===== src/rtl/game_ctrl.sv =====
// Multi-level, multi-life game-flow controller with a per-round countdown timer.
// Optional PAUSED state is compiled in when GAME_PAUSE_EN is defined.
module game_ctrl #(
    parameter int unsigned NUM_LEVELS  = 3,
    parameter int unsigned NUM_LIVES   = 3,
    parameter int unsigned TIMER_W     = 8,
    parameter int unsigned ROUND_TICKS = 100,
    localparam int unsigned LEVEL_W = (NUM_LEVELS > 1) ? $clog2(NUM_LEVELS) : 1,
    localparam int unsigned LIVES_W = $clog2(NUM_LIVES + 1)
) (
    input  logic               clk,
    input  logic               reset,
    input  logic               start_btn,
    input  logic               tick,
    input  logic               win,
    input  logic               lose,
`ifdef GAME_PAUSE_EN
    input  logic               pause_btn,
    output logic               q_paused,
`endif
    output logic               q_start,
    output logic               q_playing,
    output logic               q_level_clr,
    output logic               q_life_lost,
    output logic               q_game_over,
    output logic               q_win,
    output logic [LEVEL_W-1:0] level,
    output logic [LIVES_W-1:0] lives,
    output logic [TIMER_W-1:0] timer,
    output logic               round_start
);

    typedef enum logic [2:0] {
        S_START     = 3'd0,
        S_PLAYING   = 3'd1,
        S_LEVEL_CLR = 3'd2,
        S_LIFE_LOST = 3'd3,
        S_GAME_OVER = 3'd4,
`ifdef GAME_PAUSE_EN
        S_PAUSED    = 3'd6,
`endif
        S_WIN       = 3'd5
    } state_t;

    localparam logic [TIMER_W-1:0] TIMER_RELOAD = TIMER_W'(ROUND_TICKS);
    localparam logic [LIVES_W-1:0] LIVES_INIT   = LIVES_W'(NUM_LIVES);
    localparam logic [LEVEL_W-1:0] LAST_LEVEL   = LEVEL_W'(NUM_LEVELS - 1);

    state_t             state, state_nxt;
    logic [LEVEL_W-1:0] level_nxt;
    logic [LIVES_W-1:0] lives_nxt;
    logic [TIMER_W-1:0] timer_nxt;
    logic               round_start_nxt;
    logic               start_prev;
    logic               start_evt;

    assign start_evt = start_btn & ~start_prev;

`ifdef GAME_PAUSE_EN
    logic pause_prev;
    logic pause_evt;
    assign pause_evt = pause_btn & ~pause_prev;
`endif

    // Next-state and counter update; win beats fail, pause beats both.
    always_comb begin
        state_nxt       = state;
        level_nxt       = level;
        lives_nxt       = lives;
        timer_nxt       = timer;
        round_start_nxt = 1'b0;
        case (state)
            S_START: begin
                if (start_evt) begin
                    state_nxt       = S_PLAYING;
                    level_nxt       = '0;
                    lives_nxt       = LIVES_INIT;
                    timer_nxt       = TIMER_RELOAD;
                    round_start_nxt = 1'b1;
                end
            end
            S_PLAYING: begin
`ifdef GAME_PAUSE_EN
                if (pause_evt) begin
                    state_nxt = S_PAUSED;
                end else
`endif
                if (win) begin
                    state_nxt = (level == LAST_LEVEL) ? S_WIN : S_LEVEL_CLR;
                end else if (lose || (timer == '0)) begin
                    lives_nxt = lives - LIVES_W'(1);
                    state_nxt = (lives == LIVES_W'(1)) ? S_GAME_OVER : S_LIFE_LOST;
                end else if (tick) begin
                    timer_nxt = timer - TIMER_W'(1);
                end
            end
            S_LEVEL_CLR: begin
                if (start_evt) begin
                    state_nxt       = S_PLAYING;
                    level_nxt       = level + LEVEL_W'(1);
                    timer_nxt       = TIMER_RELOAD;
                    round_start_nxt = 1'b1;
                end
            end
            S_LIFE_LOST: begin
                if (start_evt) begin
                    state_nxt       = S_PLAYING;
                    timer_nxt       = TIMER_RELOAD;
                    round_start_nxt = 1'b1;
                end
            end
            S_GAME_OVER, S_WIN: begin
                if (start_evt) state_nxt = S_START;
            end
`ifdef GAME_PAUSE_EN
            S_PAUSED: begin
                if (pause_evt) state_nxt = S_PLAYING;
            end
`endif
            default: begin
                state_nxt = S_START;
                level_nxt = '0;
                lives_nxt = LIVES_INIT;
                timer_nxt = TIMER_RELOAD;
            end
        endcase
    end

    // State, counters and one-hot flags all registered from the next-state values.
    always_ff @(posedge clk or posedge reset) begin
        if (reset) begin
            state       <= S_START;
            level       <= '0;
            lives       <= LIVES_INIT;
            timer       <= TIMER_RELOAD;
            round_start <= 1'b0;
            start_prev  <= 1'b1;
            q_start     <= 1'b1;
            q_playing   <= 1'b0;
            q_level_clr <= 1'b0;
            q_life_lost <= 1'b0;
            q_game_over <= 1'b0;
            q_win       <= 1'b0;
`ifdef GAME_PAUSE_EN
            pause_prev  <= 1'b1;
            q_paused    <= 1'b0;
`endif
        end else begin
            state       <= state_nxt;
            level       <= level_nxt;
            lives       <= lives_nxt;
            timer       <= timer_nxt;
            round_start <= round_start_nxt;
            start_prev  <= start_btn;
            q_start     <= (state_nxt == S_START);
            q_playing   <= (state_nxt == S_PLAYING);
            q_level_clr <= (state_nxt == S_LEVEL_CLR);
            q_life_lost <= (state_nxt == S_LIFE_LOST);
            q_game_over <= (state_nxt == S_GAME_OVER);
            q_win       <= (state_nxt == S_WIN);
`ifdef GAME_PAUSE_EN
            pause_prev  <= pause_btn;
            q_paused    <= (state_nxt == S_PAUSED);
`endif
        end
    end

endmodule


===== config.mk =====
export PLATFORM = sky130hd
export DESIGN_NAME = game_ctrl
export DESIGN_NICKNAME = d
export VERILOG_FILES = /design/src/rtl/game_ctrl.sv
export SDC_FILE = /design/constraint.sdc
export NUM_CORES = 1
export LEC_CHECK = 0
export ABC_AREA = 0
export BUFFER_PORTS_ARGS = -buffer_cell sky130_fd_sc_hd__buf_2
export CAP_MARGIN = 0
export CORE_MARGIN = 2
export CORE_UTILIZATION = 55
export CTS_CLUSTER_SIZE = 28
export DETAILED_ROUTE_END_ITERATION = 10
export PLACE_DENSITY_LB_ADDON = 0.05
export SYNTH_ARGS = -nofsm -noshare
export SYNTH_HDL_FRONTEND = slang
export SYNTH_SLANG_ARGS = --single-unit

===== constraint.sdc =====
create_clock -name clk -period 6 [get_ports clk]
set_input_delay 0.3 -clock clk [delete_from_list [all_inputs] [get_ports clk]]
set_output_delay 0.3 -clock clk [all_outputs]
set_load 0.02 [all_outputs]

=== Word-level counts from Yosys, hierarchy flattened ===
Index checks and enable logic that the tools add are counted.

* $add $sub $neg: 3
* $mul: 0
* Div/mod/pow operators: 0
* Magnitude comparators: 0
* Eq/ne operators: 19
* Shift operators: 0
* Multiplexer cells: 21
* Bitwise gates (word level): 5
* Reductions and logical operators: 11

{| class="wikitable"
|+ Operators with widths
! kind !! count
|-
| 2-to-1 mux 8 bit || 4
|-
| case mux 8 bit (3 select lines) || 1
|-
| 2-to-1 mux 3 bit || 6
|-
| equality test 3 x 2 -> 1 bit, second input constant || 4
|-
| equality test 3 bit, second input constant || 4
|-
| inequality test 2 bit, second input constant || 6
|-
| case mux 2 bit (3 select lines) || 2
|-
| 2-to-1 mux 2 bit || 5
|-
| case mux 3 bit (3 select lines) || 1
|-
| logical NOT 8 bit || 1
|-
| OR reduction 4 bit || 2
|-
| subtractor 8 x 1 -> 8 bit, second input constant || 1
|-
| equality test 3 x 1 -> 1 bit, second input constant || 2
|-
| logical NOT 3 bit || 2
|-
| AND reduction 5 bit || 1
|-
| NOT 1 bit || 4
|-
| AND reduction 4 bit || 1
|-
| AND reduction 3 bit || 1
|-
| OR reduction 3 bit || 1
|-
| adder 2 x 1 -> 2 bit, second input constant || 1
|-
| equality test 2 x 1 -> 1 bit, second input constant || 1
|-
| equality test 2 bit, second input constant || 1
|-
| 2-to-1 mux 1 bit || 2
|-
| inequality test 2 x 1 -> 1 bit, second input constant || 1
|-
| 4 further kinds || 4
|}

* Bits in registers: 23
* Latch bits: 0
* RAM bits: 0
* Memory bits (read-only): 0
* Bits of input ports: 6
* Output and inout port bits: 19
* Logic and storage cells: 71
* Memories kept: 0

=== Longest topological paths before layout ===
* Depth after elaboration: 6
* Depth in mapped cells: 8
* Mapped depth without buffers: 8

=== Worst setup path after synthesis ===
OpenSTA, ideal clock, no wires.

* Kind: reg2reg
* Start point: reg timer[0]
* End point: reg q_game_over
* Arrival time: 1.939 ns
* Setup slack: 3.942 ns
* Stages on the path, launching flop included: 8
* Buffers on the path: 0
* Clock period less this slack: 2.058 ns
* Path through: dfrtp_1 inv_1 ha_1 or3b_2 o21ba_1 o311ai_2 o211ai_1 and2_1

* Word-level cells in the longest chain between the ends: 6

{| class="wikitable"
|+ RTL lines
! item !! line !! RTL
|-
| start: declaration || 29 || <nowiki>output logic [TIMER_W-1:0] timer,</nowiki>
|-
| start signal: assignment || 152 || <nowiki>timer <= timer_nxt;</nowiki>
|-
| logical NOT 8 bit || 90 || <nowiki>end else if (lose || (timer == '0)) begin</nowiki>
|-
| logical OR 1 bit || 90 ||
|-
| 2-to-1 mux 3 bit || 90 ||
|-
| 2-to-1 mux 3 bit || 88 || <nowiki>if (win) begin</nowiki>
|-
| case mux 3 bit (3 select lines) || 72 || <nowiki>case (state)</nowiki>
|-
| equality test 3 bit || 159 || <nowiki>q_game_over <= (state_nxt == S_GAME_OVER);</nowiki>
|-
| end signal: assignment || 159 ||
|-
| end: declaration || 25 || <nowiki>output logic q_game_over,</nowiki>
|}

Every way passes these cells.
A chain may end at the register's enable or synchronous reset.

=== Final worst setup path ===
* Start point: reg timer[0]
* End point: reg q_life_lost

* Word-level cells in the longest chain between the ends: 6

{| class="wikitable"
|+ RTL lines
! item !! line !! RTL
|-
| logical NOT 8 bit || 90 ||
|-
| logical OR 1 bit || 90 ||
|-
| 2-to-1 mux 3 bit || 90 ||
|-
| 2-to-1 mux 3 bit || 88 ||
|-
| case mux 3 bit (3 select lines) || 72 ||
|-
| net state_nxt[0] || 49 || <nowiki>state_t state, state_nxt;</nowiki>
|-
| equality test 3 x 2 -> 1 bit || 158 || <nowiki>q_life_lost <= (state_nxt == S_LIFE_LOST);</nowiki>
|-
| end signal: assignment || 158 ||
|-
| end: declaration || 24 || <nowiki>output logic q_life_lost,</nowiki>
|}

The timed path passes the listed nets, and every way through them passes these cells.

==> qor_table.md <==
| Step | Result | This run |
|---|---|---|
| sta | Final Skew | 0.00133 ns |
| clocking | Clock latency on the worst-skew pair | 0.30 ns |
| finish | Layout cell share with drive strength beyond 1 | 0.309 |
| yosys | Count of mapped cells out of synthesis | 125 |
| placed design | DPL Wire Length | 1.83 mm |
| drt | Total vias in the final route | 1037 |
| critical path | Crit-path slowest cell | sky130_fd_sc_hd__or3b_2 |
| yosys | Top flip-flop cell by instance count after synthesis | sky130_fd_sc_hd__dfrtp_1 |
| pwr | Largest voltage drop on the vdd net | 0.267 mV |
| yosys | Post-synthesis async set-or-reset flop share | 1.00 |
| critical path | Kind of launch point of the worst setup path | flip-flop |
| sta | Final Max Tran Viols | 0 |
| critical path | Data arrival time of the worst path | 2.37 ns |
| placed design | Port Buf Inserts | 24 |
| grt | Number of antenna violations at the first check in global routing | 0 |
| clocking | Root buffer selected by CTS | sky130_fd_sc_hd__clkbuf_4 |
| clocking | Clock tree from TritonCTS | done |
| clocking | Clock sink total | 23 |
| drt | Mean routed wirelength per cell | 13.7 um |
| critical path | Worst path cell trace | inv_1, ha_1, or3b_2, o21ba_1, o311ai_2, o211ai_1, inv_2, and2_1 |
| critical path | Largest fanout on the critical path | 4 |
| sta | Setup total negative slack | 0 ns |
| clocking | Number of hold buffers added after CTS | 0 |
| drt | Routed wire length | 2.43 mm |
| pwr | Leakage Power | 0.000644 uW |
| grt | Largest net degree at the start of global routing | 24 |
| placed design | GPL Wtd Cong | 0.796 |
| yosys | Number of synthesized flops with an enable pin | 0 |
| status | Status | complete, no violations |
| yosys | Total number of yosys warnings | 0 |
| floorplanning | Die W | 51.3 um |
| drt | DRC errors left | 0 |
| yosys | Post-synthesis cell type count | 42 |
| clocking | Deepest clock path buffer count | 2 |
| yosys | Top cells by area, synth | sky130_fd_sc_hd__dfrtp_1 33%, sky130_fd_sc_hd__dfstp_2 15%, sky130_fd_sc_hd__ha_1 4.1%, sky130_fd_sc_hd__nor2_1 3.7%, sky130_fd_sc_hd__nand2_1 2.7% |
| yosys | Post-synth design cell area | 1230 um2 |
| yosys | Post-synthesis net count | 135 |
| yosys | Area fraction of the dominant cell type after synthesis | 0.325 |
| floorplanning | Floorplan die height | 51.3 um |
| drt | ANT nets after route | 0 |
| floorplanning | Die ar. | 2630 um2 |
| grt | Overflow after GRT | 0 |
| clocking | Post-CTS setup repair buffer count | 0 |
| yosys | Yosys top cell by area | sky130_fd_sc_hd__dfrtp_1 |
| finish | Number of nets in the layout | 160 |
| critical path | Req. time, crit path | 6.25 ns |
| clocking | CTS buffer count | 3 |
| sta | Period Utilization, post-route | 0.354 |
| sta | Worst slew margin | 0.434 |
| finish | # diodes | 0 |
| yosys | Top post-synthesis cells by count | 16 x sky130_fd_sc_hd__dfrtp_1, 12 x sky130_fd_sc_hd__nor2_1, 9 x sky130_fd_sc_hd__nand2_1 |
| sta | Hold violation count in the final report | 0 |
| clocking | Number of H-tree branching levels | 1 |
| yosys | Number of synthesized register bits | 23 |
| sta | Actual transition at the worst max-transition pin | 0.847 ns |
| finish | Number of fillers in the final layout | 200 |
| critical path | Crit-path max cell delay | 0.48 ns |
| drt | Length of the first detailed-routing pass in iterations | 4 |
| finish | P&R area growth vs syn | 13.5% |
| critical path | CP Class | flip-flop to flip-flop |
| drt | Vias/cell | 5.86 |
| critical path | Setup crit end kind | flip-flop |
| yosys | Cell with the most instances after synthesis | sky130_fd_sc_hd__dfrtp_1 |
| clocking | Clock slew at the register clock pins of the worst setup and hold paths | 0.12 ns |
| clocking | Number of gates given a new drive strength after cts | 0 |
| run | Max-capacitance violation count | 0 |
| drt | First DRT Iteration DRCs | 29 |
| yosys | Sequential fraction of the synthesis area | 0.475 |
| sta | Final setup vio count | 0 |
| sta | FMAX | 471 MHz |
| hold path | Hold Crit Class | input pin to flip-flop |
| yosys | Average footprint of a synthesized cell | 9.85 um2 |
| finish | Finished layout cell area | 1400 um2 |
| critical path | R2R Setup Slk | 3.88 ns |
| placed design | Post-place instance area | 1370 um2 |
| pwr | Total power divided by cell area | 476 nW/um2 |
| floorplanning | Initial Utilization | 0.567 |
| floorplanning | Core Area | 2170 um2 |
| floorplanning | Number of top-level pins | 25 |
| grt | Wire length of the first global-routing pass | 4.24 mm |
| grt | Vias in the first global route | 990 |
| grt | Total routing resource utilization after global routing | 0.213 |
| floorplanning | Number of core rows | 17 |
| sta | Unrepaired setup endpoints after global routing | false |
| sta | Post-route minimum period | 2.12 ns |
[state kept, by name, summed over array words and instances, names as in the netlist]
signal       flops
level            2
lives            2
q_game_over      1
q_level_clr      1
q_life_lost      1
q_playing        1
q_start          1
q_win            1
round_start      1
start_prev       1
state            3
timer            8
[per-layer routing]
layer / global-route usage / vias up / part of all wire
li1: - / 494 / -
met1: 0.278 / 509 / 0.44
met2: 0.368 / 32 / 0.50
met3: 0.0263 / 2 / 0.050
met4: 0.0702 / 0 / 0.0070
met5: 0 / - / 0
[final timing paths]
check	start	end	cells past startpoint
max	timer[0]	q_life_lost	8
min reg2reg	level[0]	level[0]	1
max in group asynchronous	reset	q_life_lost	2
min in group asynchronous	reset	q_win	2
max reg2reg	timer[0]	q_life_lost	8
min	start_btn	start_prev	1
[power by group]
group	total, uW	switching [uW]	internal [uW]
logic	321	196	125
registers	274	59.4	215
clock network	69.6	44.8	24.8
total	665	300	365
[layout make-up]
type                            count  area [um2]  area share
Inverter                            7        26.3      0.0188
Sequential cell                    23         584       0.418
Clock buffer                        3        22.5      0.0161
Timing Repair Buffer               24         120      0.0859
Clock inverter                      1        5.00     0.00358
Tap cell                           28        35.0      0.0251
Multi-Input combinational cell     91         604       0.432
[cell families after synthesis]
logic type / after synthesis / share of synthesized area
adders and majority gates: 4 / 0.0407
and+or+nand+nor: 52 / 0.232
AOI/OAI and AO/OA: 29 / 0.170
xor gates and xnor gates: 2 / 0.0142
buffers and inverters: 11 / 0.0345
DFF: 23 / 0.475
muxes: 4 / 0.0346
[worst max-delay path, delay by kind of cell, from the launching register on]
kind,cells,cell delay (ns)
compound gates,3,0.66
simple gates,2,0.61
flops,1,0.43
buf+inv,2,0.22
fa+ha+maj,1,0.14
[through the flow]
| stage | total power (uW) | cells | setup slack (ns) | util | hold WS [ns] |
|---|---|---|---|---|---|
| finish | 665 | 177 | 3.88 | 0.644 | 0.102 |
| global route | 722 | 177 | 3.73 | 0.644 | 0.0839 |
| CTS | 669 | 177 | 3.87 | 0.644 | 0.0941 |
| detailed placement | 598 | 173 | 3.90 | 0.631 | 0.429 |
| global placement | 589 | 173 | 3.96 | 0.631 | 0.422 |
| floorplan | 510 | 125 | 3.94 | - | 0.297 |
[layout by cell type (no fill, tap or decap), types with 5 or more instances in the layout]
cell / instances
sky130_fd_sc_hd__dfrtp_1: 16
sky130_fd_sc_hd__inv_1: 6
sky130_fd_sc_hd__nor3_1: 5
sky130_fd_sc_hd__o21ai_0: 5
sky130_fd_sc_hd__dfstp_2: 7
sky130_fd_sc_hd__buf_2: 24
sky130_fd_sc_hd__nor2_1: 12
sky130_fd_sc_hd__nand2_1: 9
Note: power is estimated with default switching activity, not from simulation.
